`src/rtl/decode_alloc_rat_ckpt_tracker.sv`:
```
// RAT checkpoint tracker for decode/allocate: per-slot valid/tag/age, occupancy back-pressure,
// and selective or full flush on branch-commit-override with a registered recovery pointer.
module decode_alloc_rat_ckpt_tracker #(
  parameter int CKPT_COUNT       = 4,
  parameter int BID_WIDTH        = 4,
  parameter int READYN_THRESHOLD = 1,
  parameter int BCO_SELECTIVE    = 1,
  localparam int IDX_W           = $clog2(CKPT_COUNT),
  localparam int CNT_W           = IDX_W + 1
) (
  input  logic                  clk,
  input  logic                  reset,
  input  logic                  snoop_hit,
  input  logic                  en_alloc,
  input  logic                  bp_valid,
  input  logic [BID_WIDTH-1:0]  bp_bid,
  input  logic                  bco_valid,
  input  logic [BID_WIDTH-1:0]  bco_bid,
  input  logic                  bc_valid,
  input  logic [BID_WIDTH-1:0]  bc_bid,
  output logic                  readyn,
  output logic [CKPT_COUNT-1:0] ckpt_valid,
  output logic [CNT_W-1:0]      ckpt_count,
  output logic                  rcv_valid,
  output logic                  rcv_hit,
  output logic [IDX_W-1:0]      rcv_idx,
  output logic                  err_overwrite
);

  localparam logic [CNT_W-1:0] THRESH = CNT_W'(READYN_THRESHOLD);

  logic [CKPT_COUNT-1:0] valid_q, valid_n;
  logic [BID_WIDTH-1:0]  tag_q [CKPT_COUNT];
  logic [BID_WIDTH-1:0]  tag_n [CKPT_COUNT];
  // age_q[i][j] = 1: slot i was allocated before slot j (diagonal unused)
  logic [CKPT_COUNT-1:0] age_q [CKPT_COUNT];
  logic [CKPT_COUNT-1:0] age_n [CKPT_COUNT];
  logic                  rcv_valid_q, rcv_valid_n;
  logic                  rcv_hit_q, rcv_hit_n;
  logic [IDX_W-1:0]      rcv_idx_q, rcv_idx_n;
  logic                  err_q, err_n;

  logic [IDX_W-1:0] alloc_slot, bc_slot, bco_slot;
  logic             alloc, bc_hit, bco_hit;

  assign alloc_slot = bp_bid[IDX_W-1:0];
  assign bc_slot    = bc_bid[IDX_W-1:0];
  assign bco_slot   = bco_bid[IDX_W-1:0];
  assign alloc      = en_alloc & bp_valid;
  assign bc_hit     = bc_valid & valid_q[bc_slot] & (tag_q[bc_slot] == bc_bid);
  assign bco_hit    = valid_q[bco_slot] & (tag_q[bco_slot] == bco_bid);

  always_comb begin
    valid_n     = valid_q;
    tag_n       = tag_q;
    age_n       = age_q;
    rcv_valid_n = 1'b0;
    rcv_hit_n   = rcv_hit_q;
    rcv_idx_n   = rcv_idx_q;
    err_n       = err_q;
    if (snoop_hit) begin
      valid_n = '0;
    end else if (bco_valid) begin
      rcv_valid_n = 1'b1;
      rcv_hit_n   = bco_hit;
      rcv_idx_n   = bco_slot;
      if (BCO_SELECTIVE != 0 && bco_hit) begin
        valid_n[bco_slot] = 1'b0;
        for (int j = 0; j < CKPT_COUNT; j++) begin
          if (age_q[bco_slot][j]) valid_n[j] = 1'b0;
        end
      end else begin
        valid_n = '0;
      end
    end else begin
      if (bc_hit) valid_n[bc_slot] = 1'b0;
      if (alloc) begin
        // a same-cycle commit of this slot frees it first, so that is not an overwrite
        if (valid_q[alloc_slot] && !(bc_hit && bc_slot == alloc_slot)) err_n = 1'b1;
        for (int j = 0; j < CKPT_COUNT; j++) begin
          if (valid_n[j] && IDX_W'(j) != alloc_slot) age_n[j][alloc_slot] = 1'b1;
        end
        age_n[alloc_slot]   = '0;
        valid_n[alloc_slot] = 1'b1;
        tag_n[alloc_slot]   = bp_bid;
      end
    end
  end

  always_ff @(posedge clk) begin
    if (reset) begin
      valid_q     <= '0;
      rcv_valid_q <= 1'b0;
      rcv_hit_q   <= 1'b0;
      rcv_idx_q   <= '0;
      err_q       <= 1'b0;
      for (int i = 0; i < CKPT_COUNT; i++) begin
        tag_q[i] <= '0;
        age_q[i] <= '0;
      end
    end else begin
      valid_q     <= valid_n;
      rcv_valid_q <= rcv_valid_n;
      rcv_hit_q   <= rcv_hit_n;
      rcv_idx_q   <= rcv_idx_n;
      err_q       <= err_n;
      for (int i = 0; i < CKPT_COUNT; i++) begin
        tag_q[i] <= tag_n[i];
        age_q[i] <= age_n[i];
      end
    end
  end

  always_comb begin
    ckpt_count = '0;
    for (int i = 0; i < CKPT_COUNT; i++) ckpt_count = ckpt_count + CNT_W'(valid_q[i]);
  end

  assign readyn        = (ckpt_count >= THRESH);
  assign ckpt_valid    = valid_q;
  assign rcv_valid     = rcv_valid_q;
  assign rcv_hit       = rcv_hit_q;
  assign rcv_idx       = rcv_idx_q;
  assign err_overwrite = err_q;

endmodule
```
`config.mk`:
```
export PLATFORM = sky130hd
export DESIGN_NAME = decode_alloc_rat_ckpt_tracker
export DESIGN_NICKNAME = d
export VERILOG_FILES = /design/src/rtl/decode_alloc_rat_ckpt_tracker.sv
export SDC_FILE = /design/constraint.sdc
export NUM_CORES = 1
export LEC_CHECK = 0
export ABC_AREA = 1
export BUFFER_PORTS_ARGS = -buffer_cell sky130_fd_sc_hd__buf_4
export CAP_MARGIN = 30
export CELL_PAD_IN_SITES_DETAIL_PLACEMENT = 1
export CELL_PAD_IN_SITES_GLOBAL_PLACEMENT = 1
export CORE_MARGIN = 4
export CORE_UTILIZATION = 42
export CTS_CLUSTER_DIAMETER = 80
export DETAILED_ROUTE_END_ITERATION = 16
export PLACE_DENSITY_LB_ADDON = 0.1
export SYNTH_ARGS = -nofsm -noshare
export SYNTH_HDL_FRONTEND = slang
export SYNTH_SLANG_ARGS = --single-unit
```
`constraint.sdc`:
```
create_clock -name clk -period 3.8 [get_ports clk]
set_input_delay 0 -clock clk [delete_from_list [all_inputs] [get_ports clk]]
set_output_delay 0 -clock clk [all_outputs]
set_load 0.02 [all_outputs]
```
==> flow_summary.ini <==
[detailed_routing]
drtIter0Drc = 158
vias_per_cell = 5.23
drt_wl_total_mm = 6.75
drtAntennaViolNets = 0
dr.pass1.iters = 4
num_vias = 2251
drc = 0
routedWlPerCell_um = 15.7

[floorplan]
core_sq_mm = 0.00479
die_height_um = 78.7
start_util = 0.438
rows = 25
dieArea_sq_mm = 0.00619
io_pins = 32
die_w_um = 78.7

[timing]
max_slew.worst_pin.slew_ns = 0.760
clock_skew_ns = 0.00868
whs_ns = 0.0176
setup_viol = 0
fmax_ghz = 0.456
slew_headroom = 0.492
rsz0062_at_grt = no
hold_viol_final = 0
fin_crit_ns = 2.20
drv_slew = 0
tns_ns = 0
finalCritPeriodShare = 0.578

[power_and_ir_drop]
powerDensity_mw_per_mm2 = 333
ir_drop_v = 0.000257
p_total_w = 0.000835
power_frac_comb = 0.110
pwr-share-seq = 0.472
clockPowerShare = 0.418
internal_power_w = 0.000620
p_leak_nw = 1.12
switching_share = 0.257
p_sw_w = 0.000215

[place]
gp_congestion = 0.866
io_buffers = 31
placedInstanceArea_sq_mm = 0.00237
hpwl_mm = 5.26

[setup_path]
startpoint = ckpt_valid[0]$_SDFF_PP0_
r2r_setup_slack_ns = 2.05
r2r-end = age_q[14]$_SDFFE_PP0P_
worstPathRequired_ns = 3.80
r2r_cells = 11
critPathTopFamily = adder cells
cp-start-kind = register
crit_slowest_cell = fa_1
timing.rr.start = ckpt_valid[2]$_SDFF_PP0_
cp_num_cells = 7
crit_arrival_ns = 2.20
path_buf_inv = 4
crit_path_end_kind = output pin
crit_top_cell = inv_1
path_cells = inv_1 -> fa_1 -> inv_1 -> ha_1 -> inv_1 -> ha_1 -> buf_4
crit_end = ckpt_count[1]
crit_type = register to output pin
critPathMaxStageDelay_ns = 0.57
cp_max_fo = 9

[run_status]
status = finished, final reports clean

[clock_tree]
clkTransAtPathRegs_ns = 0.08
clkSinkCount = 37
cts_buffer_depth = 2
cts_tree = done
clock-root-buffer = clkbuf_8
clock_latency_ns = 0.29
numCtsBuffers = 5
htree_levels = 2
postCtsSetupRepairBufs = 0

[cells_and_area]
diodes = 0
area_delta_synth_final_pct = 19.7
drive_gt1_frac = 0.154
n_fill_cell = 670
fin_nets = 385
final_cell_area_sq_mm = 0.00251

[global_routing]
grtUsageTotal = 0.236
grt_overflow = 0
grt_pass1_vias = 2315
grt_max_degree = 13
antenna_found_initial = 0
grt_pass1_wl_mm = 11.3

[logic_synthesis]
syn_area_sq_mm = 0.00210
yosysWarnings = 0
ys_seq_area_frac = 0.353
synth_cell_types = 28
synthesis.nets = 350
netlist_instances = 327
ys_seq_elements = 37
postSynthAreaPerCell_sq_um = 6.42

[worst_hold_path]
worstHoldStart = bco_bid[0]
hold_path.class = primary input to register

[flow_run]
cap_violations = 0
-- final cells by class --
type                            instances  area [sq um]  share of cell area
Timing Repair Buffer                   34           263               0.105
Multi-Input combinational cell        232          1110               0.444
Tap cell                               67          83.8              0.0334
Clock buffer                            6          72.6              0.0289
Sequential cell                        37           741               0.295
Inverter                               52           198              0.0787
Clock inverter                          2          38.8              0.0154
-- Yosys cell counts (all sizes together) --
| master | number | area [sq um] |
|---|---|---|
| nand2 | 103 | 397 |
| inv | 52 | 198 |
| nor2 | 39 | 181 |
| dfxtp | 37 | 741 |
| nand3 | 34 | 183 |
| a21oi | 29 | 145 |
| o21ai | 6 | 30.0 |
| buf | 5 | 41.3 |
| ha | 3 | 37.5 |
| nand4 | 3 | 18.8 |
| o2111ai | 3 | 26.3 |
| o22ai | 3 | 18.8 |
| nor4 | 2 | 12.5 |
| xor2 | 2 | 17.5 |
| a2111oi | 1 | 8.76 |
| a211oi | 1 | 7.51 |
| clkbuf | 1 | 3.75 |
| fa | 1 | 20.0 |
| nor3 | 1 | 5.00 |
| or2 | 1 | 6.26 |
-- cell usage in the layout (no fill, tap or decap) --
| cell | Yosys | layout |
|---|---|---|
| xor2_1 | 2 | 2 |
| nand2_1 | 99 | 99 |
| a21oi_1 | 29 | 29 |
| nor2_1 | 33 | 33 |
| inv_4 | 1 | 1 |
| ha_1 | 3 | 3 |
| o22ai_1 | 3 | 3 |
| a2111oi_0 | 1 | 1 |
| nand3_4 | 1 | 1 |
| nor2_2 | 2 | 2 |
| clkbuf_1 | 1 | 1 |
| a211oi_1 | 1 | 1 |
| inv_2 | 5 | 5 |
| nand3_1 | 33 | 33 |
| nor2_4 | 4 | 4 |
| clkbuf_8 | 0 | 5 |
| dlygate4sd3_1 | 0 | 3 |
| clkinv_4 | 0 | 1 |
| nor3_1 | 1 | 1 |
| or2_2 | 1 | 1 |
| nand4_1 | 3 | 3 |
| fa_1 | 1 | 1 |
| inv_1 | 46 | 46 |
| bufinv_16 | 0 | 1 |
| o21ai_0 | 6 | 6 |
| o2111ai_1 | 3 | 3 |
| nand2_2 | 4 | 4 |
| dfxtp_1 | 37 | 37 |
| nor4_1 | 2 | 2 |
| buf_4 | 0 | 31 |
-- tightest hold or removal path, delay by kind of cell --
family | cells | cell delay, ns
AOI/OAI and AO/OA | 1 | 0.11
buffers and inverters | 2 | 0.17
-- how the worst min path moves through the flow --
stage / to / slack (ns) / cells after the start
floorplan: tag_q[2]$_SDFFE_PP0P_ / 0.13 / 2
global placement: tag_q[2]$_SDFFE_PP0P_ / 0.26 / 3
detailed placement: tag_q[2]$_SDFFE_PP0P_ / 0.27 / 3
CTS: rcv_idx[0]$_SDFFE_PP0P_ / 0.01 / 3
global route: rcv_idx[0]$_SDFFE_PP0P_ / 0.02 / 3
finish: rcv_idx[0]$_SDFFE_PP0P_ / 0.02 / 3
-- registers in the layout, summed over array words and instances (netlist names) --
| name | count |
|---|---|
| age_q | 12 |
| ckpt_valid | 4 |
| err_overwrite | 1 |
| rcv_hit | 1 |
| rcv_idx | 2 |
| rcv_valid | 1 |
| tag_q | 16 |
-- power by group through the flow --
| stage | logic, W | clock network [W] | registers (W) |
|---|---|---|---|
| after CTS | 0.0000915 | 0.000353 | 0.000394 |
| after global placement | 0.0000874 | 0 | 0.000403 |
| after global routing | 0.000101 | 0.000370 | 0.000395 |
| after floorplan | 0.0000467 | 0 | 0.000406 |
| after detailed placement | 0.0000887 | 0 | 0.000403 |
| final | 0.0000914 | 0.000349 | 0.000394 |
-- cells by family after synthesis --
kind of cell             share of synthesized area
XOR/XNOR                                   0.00835
flip-flops                                   0.353
AND/OR/NAND/NOR                              0.383
adder cells (fa/ha/maj)                     0.0274
AO/OA/AOI/OAI                                0.113
buffers and inverters                        0.116
-- per-stage QoR --
stage | worst slack (ns) | instances | util
detailed placement | 1.92 | 419 | 0.495
global route | 1.47 | 430 | 0.525
finish | 1.60 | 430 | 0.525
global placement | 2.03 | 419 | 0.495
floorplan | 1.94 | 327 | -
CTS | 1.59 | 430 | 0.525
-- timing repair --
action                                  CTS  global route
endpoints found under the hold margin    12             0
gates resized for setup                   0             0
endpoints found under the setup margin    0             0
hold buffers                              3             0
-- routing by layer --
layer,vias to the layer above,global-route usage,part of all wire
li1,1102,-,-
met1,1057,0.292,0.46
met2,69,0.402,0.47
met3,23,0.0401,0.043
met4,0,0.0979,0.027
met5,-,0,0
Power figures use the tool's default switching activity.
